File: config.mk
export PLATFORM = sky130hd
export DESIGN_NAME = div_unit
export DESIGN_NICKNAME = d
export VERILOG_FILES = /design/src/rtl/div_pkg.sv /design/src/rtl/div_step.sv /design/src/rtl/div_unit.sv
export SDC_FILE = /design/constraint.sdc
export NUM_CORES = 1
export LEC_CHECK = 0
export ABC_CLOCK_PERIOD_IN_PS = 4300
export CORE_ASPECT_RATIO = 0.6
export CORE_MARGIN = 4
export CORE_UTILIZATION = 30
export CTS_BUF_LIST = sky130_fd_sc_hd__clkbuf_2
export DETAILED_ROUTE_END_ITERATION = 10
export PLACE_DENSITY = 0.52
export SLEW_MARGIN = 10
export SYNTH_ARGS = -nofsm -noshare
export SYNTH_HDL_FRONTEND = slang
export SYNTH_SLANG_ARGS = --single-unit
export TNS_END_PERCENT = 10
File: constraint.sdc
create_clock -name clock -period 4.3 [get_ports clock]
set_input_delay 0.645 -clock clock [delete_from_list [all_inputs] [get_ports clock]]
set_output_delay 0.645 -clock clock [all_outputs]
set_load 0.01 [all_outputs]
File: src/rtl/div_pkg.sv
// Shared definitions for the sequential signed divider: FSM states and sizing constants.
package div_pkg;

    localparam int DIV_WIDTH = 32;
    localparam int DIV_CNT_W = $clog2(DIV_WIDTH);

    typedef enum logic [2:0] {
        IDLE  = 3'd0,
        SETUP = 3'd1,
        RUN   = 3'd2,
        FIX   = 3'd3,
        DONE  = 3'd4
    } div_state_t;

endpackage

File: src/rtl/div_step.sv
// One radix-2 restoring iteration on magnitudes: shift {rem, quo} left, trial-subtract the divisor.
module div_step #(
    parameter int WIDTH = 32
) (
    input  logic [WIDTH-1:0] rem,
    input  logic [WIDTH-1:0] quo,
    input  logic [WIDTH-1:0] divisor_mag,
    output logic [WIDTH-1:0] rem_next,
    output logic [WIDTH-1:0] quo_next
);

    logic [WIDTH:0] shifted_s;
    logic [WIDTH:0] trial_s;

    // rem < divisor_mag holds on entry, so the trial difference always fits WIDTH+1 signed bits
    always_comb begin
        shifted_s = {rem, quo[WIDTH-1]};
        trial_s   = shifted_s - {1'b0, divisor_mag};
        if (trial_s[WIDTH] == 1'b0) begin
            rem_next = trial_s[WIDTH-1:0];
            quo_next = {quo[WIDTH-2:0], 1'b1};
        end else begin
            rem_next = shifted_s[WIDTH-1:0];
            quo_next = {quo[WIDTH-2:0], 1'b0};
        end
    end

endmodule

File: src/rtl/div_unit.sv
// Sequential 32-bit DIV unit (restoring, magnitudes + sign fix-up) for the multicycle MIPS datapath.
// Optional DIVU support is enabled by defining DIV_UNSIGNED_EN (adds the unsigned_op input).
module div_unit
    import div_pkg::*;
#(
    parameter int WIDTH = DIV_WIDTH
) (
    input  logic             clock,
    input  logic             reset,
    input  logic             start,
`ifdef DIV_UNSIGNED_EN
    input  logic             unsigned_op,
`endif
    input  logic [WIDTH-1:0] dividend,
    input  logic [WIDTH-1:0] divisor,
    output logic             busy,
    output logic             done,
    output logic             div_zero,
    output logic [WIDTH-1:0] hi_out,
    output logic [WIDTH-1:0] lo_out
);

    localparam int CNT_W = $clog2(WIDTH);

    div_state_t       state_r;
    div_state_t       state_next_s;
    logic             unsigned_s;
    logic             busy_s;
    logic             done_s;
    logic             busy_r;
    logic             done_r;
    logic             div_zero_r;
    logic [WIDTH-1:0] hi_r;
    logic [WIDTH-1:0] lo_r;
    logic [WIDTH-1:0] dividend_r;
    logic [WIDTH-1:0] divisor_r;
    logic             unsigned_r;
    logic             zero_r;
    logic [WIDTH-1:0] dvd_mag_s;
    logic [WIDTH-1:0] dvs_mag_s;
    logic [WIDTH-1:0] dvs_mag_r;
    logic [WIDTH-1:0] rem_r;
    logic [WIDTH-1:0] quo_r;
    logic [WIDTH-1:0] rem_next_s;
    logic [WIDTH-1:0] quo_next_s;
    logic             sign_q_r;
    logic             sign_rem_r;
    logic [CNT_W-1:0] cnt_r;

`ifdef DIV_UNSIGNED_EN
    assign unsigned_s = unsigned_op;
`else
    assign unsigned_s = 1'b0;
`endif

    // FSM state register
    always_ff @(posedge clock or negedge reset) begin
        if (!reset) begin
            state_r <= IDLE;
        end else begin
            state_r <= state_next_s;
        end
    end

    // Next-state logic; a zero divisor still passes through SETUP so done lands one cycle after start
    always_comb begin
        state_next_s = state_r;
        case (state_r)
            IDLE: begin
                if (start) begin
                    state_next_s = SETUP;
                end else begin
                    state_next_s = IDLE;
                end
            end
            SETUP: begin
                if (zero_r) begin
                    state_next_s = DONE;
                end else begin
                    state_next_s = RUN;
                end
            end
            RUN: begin
                if (cnt_r == {CNT_W{1'b0}}) begin
                    state_next_s = FIX;
                end else begin
                    state_next_s = RUN;
                end
            end
            FIX:     state_next_s = DONE;
            DONE:    state_next_s = IDLE;
            default: state_next_s = IDLE;
        endcase
    end

    // Status outputs decoded from the upcoming state so the registered copies line up with it
    always_comb begin
        busy_s = 1'b0;
        done_s = 1'b0;
        case (state_next_s)
            SETUP, RUN, FIX: busy_s = 1'b1;
            DONE:            done_s = 1'b1;
            default: begin
                busy_s = 1'b0;
                done_s = 1'b0;
            end
        endcase
    end

    // Magnitudes are exact as unsigned WIDTH-bit values, including the most negative operand
    always_comb begin
        if (dividend_r[WIDTH-1] && !unsigned_r) begin
            dvd_mag_s = -dividend_r;
        end else begin
            dvd_mag_s = dividend_r;
        end
        if (divisor_r[WIDTH-1] && !unsigned_r) begin
            dvs_mag_s = -divisor_r;
        end else begin
            dvs_mag_s = divisor_r;
        end
    end

    div_step #(.WIDTH(WIDTH)) u_step (
        .rem         (rem_r),
        .quo         (quo_r),
        .divisor_mag (dvs_mag_r),
        .rem_next    (rem_next_s),
        .quo_next    (quo_next_s)
    );

    // Operand capture, iteration datapath and registered results
    always_ff @(posedge clock or negedge reset) begin
        if (!reset) begin
            busy_r     <= 1'b0;
            done_r     <= 1'b0;
            div_zero_r <= 1'b0;
            hi_r       <= {WIDTH{1'b0}};
            lo_r       <= {WIDTH{1'b0}};
            dividend_r <= {WIDTH{1'b0}};
            divisor_r  <= {WIDTH{1'b0}};
            unsigned_r <= 1'b0;
            zero_r     <= 1'b0;
            dvs_mag_r  <= {WIDTH{1'b0}};
            rem_r      <= {WIDTH{1'b0}};
            quo_r      <= {WIDTH{1'b0}};
            sign_q_r   <= 1'b0;
            sign_rem_r <= 1'b0;
            cnt_r      <= {CNT_W{1'b0}};
        end else begin
            busy_r <= busy_s;
            done_r <= done_s;
            case (state_r)
                IDLE: begin
                    if (start) begin
                        dividend_r <= dividend;
                        divisor_r  <= divisor;
                        unsigned_r <= unsigned_s;
                        zero_r     <= (divisor == {WIDTH{1'b0}});
                        div_zero_r <= 1'b0;
                    end
                end
                SETUP: begin
                    quo_r      <= dvd_mag_s;
                    dvs_mag_r  <= dvs_mag_s;
                    rem_r      <= {WIDTH{1'b0}};
                    sign_q_r   <= !unsigned_r && (dividend_r[WIDTH-1] ^ divisor_r[WIDTH-1]);
                    sign_rem_r <= !unsigned_r && dividend_r[WIDTH-1];
                    cnt_r      <= CNT_W'(WIDTH - 1);
                    if (zero_r) begin
                        div_zero_r <= 1'b1;
                    end
                end
                RUN: begin
                    rem_r <= rem_next_s;
                    quo_r <= quo_next_s;
                    cnt_r <= cnt_r - CNT_W'(1);
                end
                FIX: begin
                    lo_r <= sign_q_r ? -quo_r : quo_r;
                    hi_r <= sign_rem_r ? -rem_r : rem_r;
                end
                DONE: begin
                    zero_r <= 1'b0;
                end
                default: begin
                    zero_r <= 1'b0;
                end
            endcase
        end
    end

    assign busy     = busy_r;
    assign done     = done_r;
    assign div_zero = div_zero_r;
    assign hi_out   = hi_r;
    assign lo_out   = lo_r;

endmodule

# Word-level counts from Yosys, hierarchy flattened
# Index checks and enable logic that the tools add are counted.
[op_classes]
eq_ne = 9
n_mux = 20
addsub = 6
bitwise = 2
n_reduce_logical = 10
[op_table]
columns = ["cell", "n"]
rows = [
  ["2-to-1 mux 32 bit", 5],
  ["negator 32 bit", 4],
  ["case mux 32 bit (2 select lines)", 2],
  ["subtractor 33 x 32 -> 33 bit", 1],
  ["logical NOT 32 bit", 1],
  ["equality test 3 x 2 -> 1 bit, second input constant", 4],
  ["case mux 3 bit (4 select lines)", 1],
  ["case mux 5 bit (2 select lines)", 1],
  ["2-to-1 mux 1 bit", 8],
  ["equality test 3 x 1 -> 1 bit, second input constant", 2],
  ["OR reduction 3 bit", 2],
  ["logical NOT 5 bit", 1],
  ["subtractor 5 x 1 -> 5 bit, second input constant", 1],
  ["!= test 2 bit, second input constant", 2],
  ["case mux 1 bit (2 select lines)", 2],
  ["AND reduction 2 bit", 2],
  ["nonzero test 2 bit", 2],
  ["equality test 3 bit, second input constant", 1],
  ["logical NOT 3 bit", 1],
  ["2-to-1 mux 3 bit", 1],
  ["AND reduction 3 bit", 1],
  ["inverter 1 bit", 1],
  ["XOR 1 bit", 1],
]
[word_totals]
elab_cells = 62
input_bits = 67
out_inout_bits = 67
reg_bits = 238

# Logic depth before layout (Yosys ltp)
[logic_depth]
ltp_word = 6
ltp_mapped = 14
depth_no_buf = 12

# Modules after synthesis
# From an unflattened synthesis, not the netlist that was laid out.
[hier_totals]
cells_unflattened = 1460
area_unflattened_um2 = 14104.8
[modules_own_cells]
columns = ["mod", "instances", "area_per_inst_um2", "cells_per_inst", "seq_area_each_um2"]
rows = [
  ["div_unit", 1, 11616.1, 1118, 5955.7],
  ["div_step", 1, 2488.6, 342, 0.0],
]

# Worst setup path before layout
# OpenSTA, ideal clock, no wires.
[synth_timing]
path_kind = "reg-to-reg"
from = "reg quo_r[31]"
to = "reg rem_r[17]"
setup_time_ps = 133
n_path_buf = 2
required_time_ps = 4167
slack_ps = 972
t_arrival_ps = 3195
period_less_slack_ps = 3328
path_stages_with_launch = 14
cell_sequence = "dfrtp_1 > inv_1 > ha_1 > fa_1 > nand2b_1 > a21oi_1 > o2111ai_1 > a21boi_0 > o41ai_1 > nor3_1 > clkbuf_1 > buf_2 > mux2i_1 > o21ai_0"
[synth_between]
elab_chain_cells = 3
[synth_rtl]
columns = ["item", "line", "source"]
rows = [
  ["start: declaration", "div_unit.sv:43", "logic [WIDTH-1:0] quo_r;"],
  ["start signal: assignment", "div_unit.sv:146", "quo_r <= {WIDTH{1'b0}};"],
  ["start signal: assignment", "div_unit.sv:164", "quo_r <= dvd_mag_s;"],
  ["start signal: assignment", "div_unit.sv:176", "quo_r <= quo_next_s;"],
  ["subtractor 33 x 32 -> 33 bit", "div_step.sv:18", "trial_s = shifted_s - {1'b0, divisor_mag};"],
  ["2-to-1 mux 32 bit", "div_step.sv:19", "if (trial_s[WIDTH] == 1'b0) begin"],
  ["case mux 32 bit (2 select lines)", "div_unit.sv:153", "case (state_r)"],
  ["end signal: assignment", "div_unit.sv:145", "rem_r <= {WIDTH{1'b0}};"],
  ["end signal: assignment", "div_unit.sv:166", "rem_r <= {WIDTH{1'b0}};"],
  ["end signal: assignment", "div_unit.sv:175", "rem_r <= rem_next_s;"],
  ["end: declaration", "div_unit.sv:42", "logic [WIDTH-1:0] rem_r;"],
]
# No other way between the ends.
# A chain may end at the register's enable or synchronous reset.

# Worst setup path after layout
[layout_timing]
from = "reg quo_r[31]"
to = "reg rem_r[30]"
# The elaborated chain is that of the path after synthesis.

==> metrics list <==
- The worst path in the final design needs a cycle of 3.59 ns, including I/O delays and setup.
- Power per unit of standard cell area: 679 mW/mm^2
- Traced cell by cell, the critical path runs through inv_1 -> ha_1 -> fa_1 -> nand2b_1 -> a21oi_1 -> o2111ai_1 -> a21boi_0 -> o41ai_1 -> nor3_2 -> buf_12 -> o21ai_0 -> a221o_1.
- The layout has 4512 filler cells.
- Reg-to-reg critical path startpoint: quo_r[31]
- Cell internal power was estimated by the tool at 0.00583 W.
* Worst path top cell family by delay: compound AO/OA/AOI/OAI gates
* I/O pin cnt: 134
- Post-route total power: 0.0108 W
- For this run, the slowest stage of the critical path takes 0.45 ns.
- The number of setup buffers added after CTS is 0.
* Wirelength, routed: 40000 um
- Flip-flop and latch count after synthesis: 238
- Final antenna-violating net count: 0
* Number of antenna violations at the first check in global routing: 1
- Net Count, Synth: 1524
- The total area inside the core boundary comes to 0.0438 mm^2.
* Mean instance size in the synthesized netlist: 9.46 um^2
* Total CTS buffers: 61
- Of the total power, the share spent switching nets is 46.1%.
- Critical path startpoint category: flop
- Cell count after synthesis: 1418
* Setup skew after layout: 0.100 ns
* Share of total power in sequential cells: 38.9%
- Setup violations remaining at the end of the flow were counted as 0.
- For this run, design rule violations remaining after detail routing come to 0.
- Cell row count: 59
* Status: finished, final reports clean
* Clock power frac: 14.3%
- Required time at the endpoint of the critical path: 5.11 ns
- Largest net degree at the start of global routing: 131
* Accumulated negative setup slack: 0 ns
* Sinks on Clock Net: 238
- The post-route netlist has 11.7% of its cells at a drive strength greater than 1.
- Share of power burned in combinational logic: 46.7%
* Maximum clock frequency: 278 MHz
- Number of warnings issued by yosys: 0
* Most common flop cell mapped by yosys: sky130_fd_sc_hd__dfrtp_1
- By area the synthesized netlist is led by sky130_fd_sc_hd__dfrtp_1, sky130_fd_sc_hd__xor2_1, sky130_fd_sc_hd__o21ai_0.
- Global routing consumed, over all layers together, 16.5% of the routing resources.
- Number of vias after detailed routing: 11024
- No sink is reached through more buffers than the 3 on the longest clock path.
- The slowest stage of the critical path belongs to the cell sky130_fd_sc_hd__dfrtp_1.
- In this run the number of H-tree levels came out at 2.
- In the post-synthesis netlist, the cell with the most instances is sky130_fd_sc_hd__dfrtp_1.
- Clock-pin slew reported for the worst setup and hold paths after clock tree synthesis: 0.11 ns
- HPWL after DPL: 30200 um
* Flip-flop and latch area: 0.00596 mm^2
- Class of the tightest hold or removal check: input port to async pin
- The number of buffers and inverters on the critical path is 2.
* Final Hold Slack: 0.182 ns
- Cell type with the largest total area after synthesis: sky130_fd_sc_hd__dfrtp_1
* Remaining global-route overflow: 0
* Worst R2R Setup Slack: 0.71 ns
* Post-synth top cells: sky130_fd_sc_hd__dfrtp_1, sky130_fd_sc_hd__o21ai_0, sky130_fd_sc_hd__nand2_1
- The tree is rooted in a sky130_fd_sc_hd__clkbuf_2.
* Part of the cycle the worst path needs: 83.5%
* Sequential cell area fraction in the yosys report: 44.4%
* Wire length of the first global-routing pass: 62400 um
* Input/output buffers: 133
* Worst-case headroom to the max-slew limit: 23.8%
* Net total in the final layout: 1663
- STA classifies the critical path endpoint as a flop.
- The number of global-route vias before repair was 10447.
- Combined area of the multi-input logic cells: 0.00703 mm^2
- Static Leakage: 6.84 nW
* Crit Path Class: flop to flop
- TritonCTS built the clock tree.
* WL/cell: 18.3 um
- Count of flip-flops with a built-in enable after synthesis: 0
- Max capacitance violation total: 0
* Floorplan die width: 281 um
- VDD sags by at most 264 uV.
- The analysis attributes to net switching a power of 0.00499 W.
- Slew at the pin closest to its max-slew limit: 1.14 ns
- Relative to the synthesized area, the layout overhead comes to 18.9%.
- The floorplan step defined a die boundary enclosing 0.0483 mm^2.
- Effective utilization at floorplan: 30.7%
* Drt via density: 5.05
- Max-slew violations: 0
- After synthesis, the share of flip-flops with an asynchronous set or reset is 100%.
* Iteration-0 DRC count of the detailed router: 823
- Max Fanout on Critical Path: 39
* Final GP Congestion: 0.879
- The number of different library cells used by synthesis comes to 55.
- The die is 172 um tall.
- Setup repair after global routing missed its margin: no
* Data arrival at the endpoint of the critical path: 4.40 ns
* Fraction of post-synthesis cell area in the top cell type by area: 44.4%
* Number of hold violations in the final report: 0
* Register-to-Register Path Depth: 12
- The cell area that synthesis handed to floorplanning was 0.0134 mm^2.
* Skew-Pair Late Insertion Delay: 1.00 ns
* First drt pass iteration count: 5
- In this run the critical register-to-register path is captured at rem_r[30].
[registers in the layout (all words and copies together) (netlist names), 3 cells and up]
name,cells
dvs_mag_r,32
state_r,3
cnt_r,5
rem_r,32
quo_r,32
hi_out,32
divisor_r,32
lo_out,32
dividend_r,32
[worst max-delay path by stage]
stage	endpoint	cells after the start	start	slack [ns]
detailed placement	rem_r[30]	12	quo_r[31]	0.75
floorplan	rem_r[17]	13	quo_r[31]	0.97
finish	rem_r[30]	12	quo_r[31]	0.71
global placement	quo_r[25]	8	dividend_r[8]	0.85
CTS	rem_r[30]	12	quo_r[31]	0.74
global route	rem_r[30]	12	quo_r[31]	0.51
[cell usage in the layout, fill, tap and decap left out, drive strengths merged, types with 16 or more instances in the layout]
cell             n
a21oi           40
a22oi           30
buf             16
clkbuf          84
clkdlybuf4s50  132
clkinv          25
dfrtp          238
ha              38
inv             50
mux2            60
mux2i           29
nand2          198
nand3           21
nor2            47
nor3            18
o21ai          209
o31ai           41
o41ai           16
or4             24
xnor2           23
xor2           123
[power by group through the flow]
stage          Clock, W  Combinational [W]  Sequential, W
6_report        0.00155            0.00506        0.00422
3_5_place_dp          0            0.00507        0.00424
3_3_place_gp          0            0.00502        0.00419
2_1_floorplan         0            0.00347        0.00385
5_1_grt         0.00175            0.00565        0.00436
4_1_cts         0.00163            0.00508        0.00420
[final cells by class]
| type | count | share of cell area, % |
|---|---|---|
| clock inverter | 26 | 0.729 |
| sequential | 238 | 37.3 |
| tap | 579 | 4.54 |
| inverter | 49 | 1.15 |
| timing repair buffer | 149 | 9.54 |
| antenna | 1 | 0.0157 |
| clock buffer | 84 | 2.64 |
| multi-input combinational | 1058 | 44.1 |
[cell families (layout without fill, tap and decap cells)]
kind of cell    after synthesis  after routing  synth area share, %
mux                          89             89                 7.20
simple gates                384            384                 13.6
flops                       238            238                 44.4
compound gates              400            400                 18.2
buf+inv                     122            308                 3.42
fa+ha+maj                    39             39                 3.69
xor+xnor                    146            146                 9.53
other cells                   0              1                    0
[metal layers]
layer	share of wire, %	global-route usage, %
met4	1.4	3.68
met2	34	19.1
met3	7.2	3.84
met1	58	28.8
met5	0	0
[what timing repair did]
action | 4_1_cts | 5_1_grt
resized for setup | 0 | 0
hold buffers | 1 | 0
hold endpoints to repair | 61 | 0
setup endpoints to repair | 0 | 0
[per-stage QoR]
step                      worst slack, ns  instances  area (um^2)  util [%]
after floorplan                     0.972       1418        13400         -
after global placement              0.846       2072        15400      35.2
after detailed placement            0.752       2072        15400      35.2
after CTS                           0.737       2183        15900      36.4
after global routing                0.512       2184        16000      36.4
final                               0.709       2184        16000      36.4
(Power assumes the default switching activity.)
==> patch, RTL diff (same settings) <==
Add a define of `DIV_UNSIGNED_EN`.
--- a/src/rtl/div_unit.sv
+++ b/src/rtl/div_unit.sv
@@ -1,4 +1,6 @@
 // Sequential 32-bit DIV unit (restoring, magnitudes + sign fix-up) for the multicycle MIPS datapath.
 // Optional DIVU support is enabled by defining DIV_UNSIGNED_EN (adds the unsigned_op input).
+`define DIV_UNSIGNED_EN
+
 module div_unit
     import div_pkg::*;
Ports: changed (added unsigned_op); port bits go from 134 to 135. The function was not compared with the original's and may differ.
==> patch against the original RTL <==
  * Cell area decreased by 1.3%
  * Clock skew shrank 51 ps
  * Sequential share of layout area grew 0.64 points
  * Area after synthesis is 1.1% lower
  * Routed wire length is 2.1% lower
  * Sequential cell count is 1 higher
  * Power up 25%
  * Worst setup slack got worse by 340 ps
  * Critical path type unchanged
  * Largest cell class unchanged
==> patch: results (changes against the original RTL) <==
First-pass DRT Iterations 6 (+1); # H-tree levels 2 (unchanged); WL final 39100 um (-2.1%); Synth Area per Inst 9.39 sq um (-0.74%); Port Buffers 134 (+0.75%); wire per inst 18.0 um (-1.5%); number of placed instances, taps included 2067 (-0.24%); Hold EP dividend_r[1]; antenna violations before repair 3 (+2); Post-synth top flop dfrtp_1; Reg2Reg Setup Slack 370 ps (-340 ps); Post-DP Area 15200 sq um (-1.1%); GP Congestion 0.907 (+3.3%); Hold WC Path Type input pin to flop; crit path max fanout 14 (-64%); distinct cell type count after synthesis 54 (-1.8%); status complete, no violations; syn nets 1520 (-0.26%); Lkg Pwr 6.67 nW (-2.5%); Final Skew 49.3 ps (-50.7 ps); register area share after synthesis 45.1% (+0.68 points); Max VDD drop 391 uV (+48%); Num CTS Buffers 61 (unchanged); clk root buf clkbuf_2; Hold Slack 292 ps (+110 ps); share of layout cells above drive strength 1 11.7% (+0.088 points); vias in the first global route 10400 (-0.41%); Hold Path Stages 3; via count 10900 (-1.6%); Post-synth ARST share 100% (unchanged); initial drt markers 793 (-3.6%); r2r worst-path depth 14 (+2); Worst R2R Start quo_r[31]; top cells by count, synth dfrtp_1 (239), o21ai_0 (212), nand2_1 (192), xor2_1 (98), clkbuf_1 (68); worst slack, placed 259 ps (-493 ps); Worst EP arrival 4730 ps (+330 ps); worst-skew pair later-pin latency 960 ps (-40 ps); Tot GR Track Use 16.3% (-0.21 points); Reg-to-Reg End rem_r[4]; Hold Crit Start dividend[1]; largest net degree at the start of global routing 111 (-15%); synth top area cells dfrtp_1 (45%), o21ai_0 (8.0%), xor2_1 (6.5%), nand2_1 (5.4%), mux2_2 (4.8%); post-route setup slack 367 ps (-342 ps); Final #Nets 1659 (-0.24%); global-route wire length before repair 61600 um (-1.3%); DP HPWL 29400 um (-2.5%); Slew @ Worst Pin 1170 ps (+26.6 ps)
patch: final cells by class:
cell class	count	area (sq um)
Inverter	54	203
Clock inverter	15	68.8
Clock buffer	88	440
Tap cell	579	724
Timing Repair Buffer	149	1490
Multi-Input combinational cell	1047	6840
Antenna cell	1	2.50
Fill cell	4457	27800
Sequential cell	239	5980
patch: where the power goes:
part / internal (mW) / switching [mW]
clock network: 0.550 / 0.970
logic: 3.31 / 4.24
registers: 3.28 / 1.23
patch: logic make-up after synthesis:
family / count (synthesis) / share of synthesized area (%)
AO/OA/AOI/OAI: 401 / 17.7
XOR/XNOR: 147 / 9.70
adder cells (fa/ha/maj): 39 / 3.73
buffers and inverters: 127 / 3.61
flip-flops: 239 / 45.1
multiplexers: 85 / 6.94
AND/OR/NAND/NOR: 375 / 13.3
patch: how the worst max path moves through the flow:
stage / cells past startpoint / endpoint / startpoint
4_1_cts: 14 / rem_r[4] / quo_r[31]
2_1_floorplan: 14 / rem_r[5] / quo_r[31]
6_report: 14 / rem_r[4] / quo_r[31]
3_3_place_gp: 14 / rem_r[12] / quo_r[31]
5_1_grt: 12 / rem_r[4] / rem_r[6]
3_5_place_dp: 14 / rem_r[4] / quo_r[31]
patch: per-layer routing:
layer  up-vias  GRT usage [%]  routed length (um)
li1       5317              -                   -
met1      5200           27.3               21800
met2       294           20.2               14300
met3        40           3.94                2580
met4         0           3.81                 523
met5         -              0                   0
patch: critical path, stage by stage, from the launching register on:
cell	delay [ps]
dfrtp_1	390
inv_1	120
ha_1	210
fa_1	190
nand2b_1	150
a21oi_1	100
o21ai_0	310
o21ai_0	210
a2111oi_1	590
o21ai_0	270
a211oi_1	410
xnor2_2	190
buf_4	320
mux2i_1	230
o21ai_0	90
